## config.mk

```make
export PLATFORM = sky130hd
export DESIGN_NAME = ahblite_gpio_slave
export DESIGN_NICKNAME = d
export VERILOG_FILES = /design/src/rtl/ahblite_gpio_pkg.sv /design/src/rtl/ahblite_gpio_slave_sync_edge.sv /design/src/rtl/ahblite_gpio_slave.sv
export SDC_FILE = /design/constraint.sdc
export NUM_CORES = 1
export LEC_CHECK = 0
export BUFFER_PORTS_ARGS = -buffer_cell sky130_fd_sc_hd__buf_2
export CAP_MARGIN = 0
export CORE_AREA = 2 2 110 112
export CTS_BUF_LIST = sky130_fd_sc_hd__clkbuf_16
export CTS_CLUSTER_DIAMETER = 100
export DETAILED_ROUTE_END_ITERATION = 8
export DIE_AREA = 0 0 112 114
export GPL_TIMING_DRIVEN = 0
export PLACE_DENSITY_LB_ADDON = 0.08
export SETUP_SLACK_MARGIN = 0.02
export SLEW_MARGIN = 25
export SYNTH_ARGS = -nofsm -noshare
export SYNTH_HDL_FRONTEND = slang
export SYNTH_SLANG_ARGS = --single-unit
```

## constraint.sdc

```tcl
create_clock -name HCLK -period 3.1 [get_ports HCLK]
set_clock_uncertainty 0.15 [all_clocks]
set_input_delay 0.465 -clock HCLK [delete_from_list [all_inputs] [get_ports HCLK]]
set_output_delay 0.465 -clock HCLK [all_outputs]
set_load 0.005 [all_outputs]
```

## src/rtl/ahblite_gpio_pkg.sv

```systemverilog
// ahblite_gpio_pkg
// Shared constants for the AHB-Lite GPIO slave: default pin count, AHB
// transfer-type and transfer-size encodings, register byte offsets and
// the byte-lane strobe decode used by the write path.
package ahblite_gpio_pkg;

    localparam int GPIO_WIDTH_DEFAULT = 16;

    typedef enum logic [1:0] {
        HTRANS_IDLE   = 2'b00,
        HTRANS_BUSY   = 2'b01,
        HTRANS_NONSEQ = 2'b10,
        HTRANS_SEQ    = 2'b11
    } htrans_e;

    typedef enum logic [2:0] {
        HSIZE_BYTE = 3'b000,
        HSIZE_HALF = 3'b001,
        HSIZE_WORD = 3'b010
    } hsize_e;

    localparam logic [4:0] ADDR_DOUT    = 5'h00;
    localparam logic [4:0] ADDR_DIR     = 5'h04;
    localparam logic [4:0] ADDR_DIN     = 5'h08;
    localparam logic [4:0] ADDR_INTEN   = 5'h0C;
    localparam logic [4:0] ADDR_INTPOL  = 5'h10;
    localparam logic [4:0] ADDR_INTSTAT = 5'h14;
    localparam logic [4:0] ADDR_DSET    = 5'h18;
    localparam logic [4:0] ADDR_DCLR    = 5'h1C;

    // Byte-lane strobes for a little-endian 32-bit bus. Sizes above a
    // word are not supported by this slave and are treated as a word.
    function automatic logic [3:0] byte_strobe(input logic [2:0] size,
                                               input logic [1:0] addr_lo);
        case (size)
            HSIZE_BYTE: byte_strobe = 4'b0001 << addr_lo;
            HSIZE_HALF: byte_strobe = addr_lo[1] ? 4'b1100 : 4'b0011;
            default:    byte_strobe = 4'b1111;
        endcase
    endfunction

endpackage

```

## src/rtl/ahblite_gpio_slave_sync_edge.sv

```systemverilog
// gpio_sync_edge
// Two-flop synchroniser for asynchronous pin inputs followed by a
// previous-value flop used for per-bit edge detection.
// Ports:
//   HCLK, HRESETn : clock, async active-low reset
//   pin_in        : raw asynchronous pins
//   pin_sync      : synchronised pin value (second flop)
//   rise, fall    : one-cycle pulses when pin_sync differs from its previous value
module gpio_sync_edge #(
    parameter int WIDTH = 16
) (
    input  logic             HCLK,
    input  logic             HRESETn,
    input  logic [WIDTH-1:0] pin_in,
    output logic [WIDTH-1:0] pin_sync,
    output logic [WIDTH-1:0] rise,
    output logic [WIDTH-1:0] fall
);

    logic [WIDTH-1:0] sync1;
    logic [WIDTH-1:0] sync2;
    logic [WIDTH-1:0] prev;

    // All three stages reset to 0 so the first comparison after reset
    // cannot see a phantom edge.
    always_ff @(posedge HCLK or negedge HRESETn) begin
        if (!HRESETn) begin
            sync1 <= '0;
            sync2 <= '0;
            prev  <= '0;
        end else begin
            sync1 <= pin_in;
            sync2 <= sync1;
            prev  <= sync2;
        end
    end

    assign pin_sync = sync2;
    assign rise     = sync2 & ~prev;
    assign fall     = ~sync2 & prev;

endmodule

```

## src/rtl/ahblite_gpio_slave.sv

```systemverilog
// ahblite_gpio_slave
// Zero-wait-state AHB-Lite slave exposing a GPIO block: output data,
// direction, synchronised input, edge interrupts with per-bit polarity,
// and atomic set/clear aliases of the output register.
// Ports:
//   HCLK, HRESETn        : clock, async active-low reset
//   HSEL..HREADY         : AHB-Lite address/data phase inputs
//   HREADYOUT, HRESP     : always ready, always OKAY
//   HRDATA               : read data, combinational in the data phase
//   GPIO_IN              : asynchronous pin inputs
//   GPIO_OUT, GPIO_OE    : pin drive values and per-pin output enables
//   GPIO_IRQ             : registered level interrupt
module ahblite_gpio_slave
    import ahblite_gpio_pkg::*;
#(
    parameter int GPIO_WIDTH = GPIO_WIDTH_DEFAULT
) (
    input  logic                  HCLK,
    input  logic                  HRESETn,
    input  logic                  HSEL,
    input  logic [31:0]           HADDR,
    input  logic [1:0]            HTRANS,
    input  logic                  HWRITE,
    input  logic [2:0]            HSIZE,
    input  logic [31:0]           HWDATA,
    input  logic                  HREADY,
    output logic                  HREADYOUT,
    output logic                  HRESP,
    output logic [31:0]           HRDATA,
    input  logic [GPIO_WIDTH-1:0] GPIO_IN,
    output logic [GPIO_WIDTH-1:0] GPIO_OUT,
    output logic [GPIO_WIDTH-1:0] GPIO_OE,
    output logic                  GPIO_IRQ
);

    logic                  ap_valid;
    logic                  ap_write;
    logic [2:0]            ap_idx;
    logic [1:0]            ap_lo;
    logic [2:0]            ap_size;

    logic [GPIO_WIDTH-1:0] dout;
    logic [GPIO_WIDTH-1:0] dir;
    logic [GPIO_WIDTH-1:0] inten;
    logic [GPIO_WIDTH-1:0] intpol;
    logic [GPIO_WIDTH-1:0] intstat;
    logic                  gpio_irq_q;

    logic [GPIO_WIDTH-1:0] din;
    logic [GPIO_WIDTH-1:0] rise;
    logic [GPIO_WIDTH-1:0] fall;

    logic                  accept;
    logic                  wr_en;
    logic [4:0]            reg_off;
    logic [3:0]            strb;
    logic [31:0]           lane_mask;
    logic [31:0]           wbits32;
    logic [GPIO_WIDTH-1:0] wmask;
    logic [GPIO_WIDTH-1:0] wbits;
    logic [GPIO_WIDTH-1:0] w1c;
    logic [GPIO_WIDTH-1:0] edge_set;
    logic [31:0]           rdata;
    logic                  unused_bits;

    gpio_sync_edge #(.WIDTH(GPIO_WIDTH)) u_sync_edge (
        .HCLK     (HCLK),
        .HRESETn  (HRESETn),
        .pin_in   (GPIO_IN),
        .pin_sync (din),
        .rise     (rise),
        .fall     (fall)
    );

    assign accept  = HSEL & HTRANS[1] & HREADY;
    assign wr_en   = ap_valid & ap_write;
    assign reg_off = {ap_idx, 2'b00};

    assign strb      = byte_strobe(ap_size, ap_lo);
    assign lane_mask = {{8{strb[3]}}, {8{strb[2]}}, {8{strb[1]}}, {8{strb[0]}}};
    assign wbits32   = HWDATA & lane_mask;
    assign wmask     = lane_mask[GPIO_WIDTH-1:0];
    assign wbits     = wbits32[GPIO_WIDTH-1:0];

    assign w1c      = (wr_en && reg_off == ADDR_INTSTAT) ? wbits : '0;
    assign edge_set = (rise & intpol) | (fall & ~intpol);

    // Address phase capture. A non-accepted cycle clears ap_valid so the
    // following cycle is not treated as a data phase.
    always_ff @(posedge HCLK or negedge HRESETn) begin
        if (!HRESETn) begin
            ap_valid <= 1'b0;
            ap_write <= 1'b0;
            ap_idx   <= '0;
            ap_lo    <= '0;
            ap_size  <= '0;
        end else begin
            ap_valid <= accept;
            if (accept) begin
                ap_write <= HWRITE;
                ap_idx   <= HADDR[4:2];
                ap_lo    <= HADDR[1:0];
                ap_size  <= HSIZE;
            end
        end
    end

    always_ff @(posedge HCLK or negedge HRESETn) begin
        if (!HRESETn) begin
            dout       <= '0;
            dir        <= '0;
            inten      <= '0;
            intpol     <= '0;
            intstat    <= '0;
            gpio_irq_q <= 1'b0;
        end else begin
            if (wr_en) begin
                case (reg_off)
                    ADDR_DOUT:   dout   <= (dout & ~wmask) | wbits;
                    ADDR_DIR:    dir    <= (dir & ~wmask) | wbits;
                    ADDR_INTEN:  inten  <= (inten & ~wmask) | wbits;
                    ADDR_INTPOL: intpol <= (intpol & ~wmask) | wbits;
                    ADDR_DSET:   dout   <= dout | wbits;
                    ADDR_DCLR:   dout   <= dout & ~wbits;
                    default:     ;
                endcase
            end
            // A new edge in the same cycle as a W1C keeps the bit set.
            intstat    <= (intstat & ~w1c) | edge_set;
            gpio_irq_q <= |(intstat & inten);
        end
    end

    always_comb begin
        rdata = '0;
        if (ap_valid && !ap_write) begin
            case (reg_off)
                ADDR_DOUT:    rdata[GPIO_WIDTH-1:0] = dout;
                ADDR_DIR:     rdata[GPIO_WIDTH-1:0] = dir;
                ADDR_DIN:     rdata[GPIO_WIDTH-1:0] = din;
                ADDR_INTEN:   rdata[GPIO_WIDTH-1:0] = inten;
                ADDR_INTPOL:  rdata[GPIO_WIDTH-1:0] = intpol;
                ADDR_INTSTAT: rdata[GPIO_WIDTH-1:0] = intstat;
                default:      rdata = '0;
            endcase
        end
    end

    assign HRDATA    = rdata;
    assign HREADYOUT = 1'b1;
    assign HRESP     = 1'b0;
    assign GPIO_OUT  = dout;
    assign GPIO_OE   = dir;
    assign GPIO_IRQ  = gpio_irq_q;

    assign unused_bits = ^{HADDR[31:5], HTRANS[0], wbits32, lane_mask};

endmodule

```

Word-level counts from Yosys, hierarchy flattened. Index checks and enable logic that the tools add are counted.

Logic and storage cells: 68. Bits in registers: 139. Input port bits: 90. Output and inout port bits: 67.

Shift operators: 1. Muxes and demuxes: 6. Equality and inequality tests: 8. Reduce and logical (&&, ||, !) cells: 11. Bitwise operators: 28.

Operators by type and width (number): 16-bit AND (12); 16-bit OR (7); 16-bit inverter (6); 16-bit one-hot mux with 6 select lines (1); 16-bit one-hot mux with 3 select lines (1); 16-bit two-way mux (2); 16-bit OR reduction (1); 3-bit == test, second input constant (4); 2-bit AND reduction (4); 3-bit by 1-bit == test with 1-bit output, second input constant (2); 3-bit by 2-bit == test with 1-bit output, second input constant (2); 5-bit logical NOT (1); 2-bit one-hot mux with 2 select lines (1); 1-bit AND (3); 3-bit logical NOT (1); 3-bit nonzero test (1); 1-bit logical AND (2); 2-bit two-way mux (1); 1-bit by 2-bit << shifter with 2-bit output, first input constant (1); 1-bit logical NOT (1).

Depth between registers and ports, before layout.
Depth after elaboration: 7. Gate-level depth with buffers: 6.

Modules after synthesis. Synthesis repeated with hierarchy kept, for this count alone.

Cells, all modules: 489. Area, all modules: 6343.6 um2.

Modules (own cells, without submodules): ahblite_gpio_slave (times used 1, area an instance 4862.2 um2, seq. area each 2277.2 um2, cells each 409); gpio_sync_edge (times used 1, area an instance 1481.4 um2, seq. area each 1201.2 um2, cells each 80).

Worst setup path after synthesis. Ideal clock, no wire load.

Kind: reg-to-output. Start point: reg ap_idx[1]. End point: out HRDATA[13]. Data arrival time: 1366 ps. Buffers on the path: 1. Stages on the path, launching flop included: 5. Setup slack: 1119 ps. Cells stage by stage: dfrtp_1 buf_2 mux2_2 a221o_1 and3_1.

Word-level cells in the longest chain between the ends: 3. Elaborated cells between the ends (all ways): 8. Classes of those cells: 5 x eq/ne; 2 x mux; 1 x reduce/logical.

Ends and longest elaborated chain: start, declared (RTL line ahblite_gpio_slave.sv:38) `logic [2:0] ap_idx;`; start signal, assigned (RTL line ahblite_gpio_slave.sv:101) `ap_idx <= HADDR[4:2];`; 3-bit == test, or another cell as far along (RTL line ahblite_gpio_slave.sv:137) `case (reg_off)`; 16-bit one-hot mux with 6 select lines (*) (RTL line ahblite_gpio_slave.sv:137); 16-bit two-way mux (*) (RTL line ahblite_gpio_slave.sv:136) `if (ap_valid && !ap_write) begin`; end, declared (RTL line ahblite_gpio_slave.sv:29) `output logic [31:0] HRDATA,`.

Mark *: on every way between the ends. The rest lies on a longest branch, timed or not.

Worst setup path in the final report.
Start point: reg ap_idx[2]. End point: out HRDATA[6].

The elaborated chain is that of the path after synthesis.

==> results.txt <==
----------------------------------------------------
[Power]
  Static Leakage ... 3.57 nW
  Power Density ... 777 nW/um^2
  Highest ir drop seen on vdd ... 457 uV

[Synthesis]
  Yosys cell types ... 44
  FF+latch count, synth ... 139
  Compound-gate portion of the synthesized area ... 12.2%
  Combinational family with the most area after synthesis ... multiplexers
  Netlist area before placement ... 6190 sq um
  Total of warnings raised by yosys ... 0
  Simple-gate share of the synthesized area ... 10.3%
  Synthesized-area fraction occupied by adder cells ... 0%
  Syn_area_per_cell ... 12.2 sq um
  Synth Instances ... 508
  Sequential cell area fraction in the yosys report ... 56.2%
  Fraction of synthesized cell area in xor and xnor cells ... 0%
  Flip-flop cell with the highest count after synthesis ... sky130_fd_sc_hd__dfrtp_1
  Number of synthesized flops with an enable pin ... 0
  Async set-reset flop share out of synthesis ... 100%
  Mux cell area share after synthesis ... 16.9%

[Route]
  Vias after detailed routing ... 4667
  Average vias per placed instance ... 5.73
  Remaining design rule violation count ... 0
  Count of TritonRoute iterations in the first routing pass ... 5
  Wire length after detailed routing ... 15800 um
  Number of nets with antenna violations after routing ... 0
  Detailed Route Iter0 Violations ... 303
  Wire length per cell after detailed routing ... 19.4 um

[GRT]
  Met3 capacity usage during global routing ... 5.95%
  GR met2 Demand/Resource ... 40.2%
  Initial antenna violation count ... 0
  Most used routing layer ... met2
  Via count of the first global-routing pass ... 4559
  Aggregate global routing overflow ... 0
  GRT Total Usage ... 26.0%
  Wire length of the first global-routing pass ... 25000 um
  Met1 track demand over resource in global routing ... 36.4%
  Maximum number of pins on one net before global-route repair ... 72

[STA]
  Setup_tns ... 0 ps
  Period utilisation layout ... 97.1%
  Final count of negative-setup-slack endpoints ... 0
  Actual slew at the worst max-slew pin ... 878 ps
  Worst slew margin relative to its limit ... 41.4%
  Final WS setup ... 91.3 ps
  Period minus WS final ... 3010 ps
  Final Hold Viols ... 0
  Max Clk Rate ... 332 MHz
  Fin. max-slew vios ... 0
  RSZ-0062 raised after global routing ... false

[Critical path]
  Reg-to-reg slack, setup ... 690 ps
  Sort of element at the end of the critical path ... output pin
  Crit Reg-Reg Startpoint ... ap_idx[1]$_DFFE_PN0P_
  Data required time of the critical path ... 2480 ps
  CP startpoint kind ... flop
  Peak fanout along the critical path ... 10
  R2R depth ... 5
  CP Class ... flop to output pin
  Worst r2r dst ... GPIO_OUT[4]$_DFFE_PN0P_
  Arrival time at the worst endpoint ... 2390 ps

[Clock network]
  Largest buffer count on any clock path ... 2
  Number of buffers created by CTS ... 17
  Clock root buffer ... sky130_fd_sc_hd__clkbuf_16
  CTS tree ... done
  Buffers inserted during post-CTS setup optimization ... 0
  Reg clk slew, reported paths ... 60 ps
  Number of clock sinks ... 139
  Skew-Pair Late Insertion Delay ... 420 ps
  Max H-tree Level ... 4

[Floorplan]
  Vertical die dimension ... 114 um
  Die Footprint ... 12800 sq um
  Die W ... 112 um
  Starting utilization of the core area ... 52.8%
  FP Rows ... 40
  Floorplan Core Area ... 11700 sq um
  I/O Pins ... 157

[Run]
  Max-capacitance violation count ... 0

[Placement]
  # port buffers ... 94
  Detailed-placement wirelength estimate ... 10500 um
  Worst-case setup slack after placement ... 609 ps
  Final weighted congestion in routability-driven placement ... 0.875
  Placed instance count ... 766

[Finish]
  Net total in the final layout ... 744
  Number of inserted diodes ... 0
  Commonest non-fill, non-tap cell in the layout ... sky130_fd_sc_hd__dfrtp_1
  Post-route non-filler standard cell count ... 814
  Commonest cells after routing, fill and taps aside ... sky130_fd_sc_hd__dfrtp_1 (139), sky130_fd_sc_hd__buf_2 (106), sky130_fd_sc_hd__nand2_1 (50)
  Area growth from synthesis to layout ... 26.1%
  Fraction of final layout cells sized beyond drive strength 1 ... 33.0%

[Worst hold path]
  Worst min-delay path endpoint ... u_sync_edge.sync1[15]$_DFF_PN0_
  Min-Delay Startpoint ... GPIO_IN[15]
  Hold Crit Class ... input pin to flop
  Cell count of the worst hold path ... 1

[Outcome]
  Result of the run ... complete, no violations

----------------------------------------------------
where the power goes:
part	internal [mW]	total [mW]	switching [mW]	leakage, nW
clock	1.66	2.41	0.755	0.339
combinational	0.661	1.24	0.580	1.63
sequential	2.12	2.41	0.288	1.60
total	4.44	6.06	1.62	3.57
synthesized netlist by cell type (9+ instances only):
master | count | area [sq um]
sky130_fd_sc_hd__a21o_1 | 16 | 120
sky130_fd_sc_hd__a21oi_1 | 17 | 85.1
sky130_fd_sc_hd__a221o_1 | 21 | 210
sky130_fd_sc_hd__buf_2 | 13 | 65.1
sky130_fd_sc_hd__buf_4 | 19 | 143
sky130_fd_sc_hd__dfrtp_1 | 139 | 3480
sky130_fd_sc_hd__mux2_1 | 9 | 101
sky130_fd_sc_hd__mux2_2 | 45 | 507
sky130_fd_sc_hd__mux2i_1 | 23 | 230
sky130_fd_sc_hd__nand2_1 | 50 | 188
sky130_fd_sc_hd__nand3_1 | 10 | 50.1
sky130_fd_sc_hd__nor2_1 | 29 | 109
sky130_fd_sc_hd__nor3b_1 | 16 | 120
sky130_fd_sc_hd__o21ai_0 | 21 | 105
critical path, stage by stage (launching register included):
cell and delay (ps):
sky130_fd_sc_hd__dfrtp_1 500, sky130_fd_sc_hd__buf_2 340, sky130_fd_sc_hd__clkbuf_1 560, sky130_fd_sc_hd__o21ai_0 220
sky130_fd_sc_hd__and3_1 220, sky130_fd_sc_hd__buf_2 130
layout make-up:
type | count | area (sq um)
Fill cell | 910 | 3910
Sequential cell | 139 | 3480
Multi-Input combinational cell | 341 | 2510
Timing Repair Buffer | 111 | 668
Clock buffer | 17 | 425
Clock inverter | 15 | 277
Buffer | 38 | 239
Tap cell | 147 | 184
Inverter | 6 | 22.5
stage by stage:
step / utilization [%] / power, mW / instance area, sq um / hold slack, ps
global route: 66.6 / 6.33 / 7800 / 10.4
finish: 66.6 / 6.06 / 7800 / 13.9
floorplan: - / 3.14 / 6250 / 19.4
global placement: 58.9 / 3.60 / 6900 / 182
CTS: 66.6 / 6.08 / 7800 / 2.05
detailed placement: 59.2 / 3.64 / 6940 / 185
how the worst max path moves through the flow:
stage                     startpoint                              to  slack (ps)  cells past startpoint
2_1_floorplan  ap_idx[1]$_DFFE_PN0P_                      HRDATA[13]        1120                      4
3_3_place_gp                 HRESETn  u_sync_edge.sync1[4]$_DFF_PN0_        -460                      1
3_5_place_dp   ap_idx[0]$_DFFE_PN0P_                       HRDATA[7]         610                      7
4_1_cts        ap_idx[0]$_DFFE_PN0P_                      HRDATA[14]         140                      7
5_1_grt        ap_idx[2]$_DFFE_PN0P_                       HRDATA[2]          30                      5
6_report       ap_idx[2]$_DFFE_PN0P_                       HRDATA[6]          90                      5
logic make-up after synthesis:
kind of cell | after synthesis
compound gates | 105
buf+inv | 44
flops | 139
mux | 89
other cells | 2
simple gates | 129
per-layer routing:
metal	part of all wire, %	up-vias
met3	7.0	23
met1	44	2343
li1	-	2109
met4	1.6	0
met2	47	192
met5	0	-
what timing repair did:
action / CTS / global route
hold buffers: 16 / 0
endpoints found under the hold margin: 83 / 0
gates resized for setup: 0 / 3
setup endpoints to repair: 0 / 4
(Power assumes the default switching activity.)
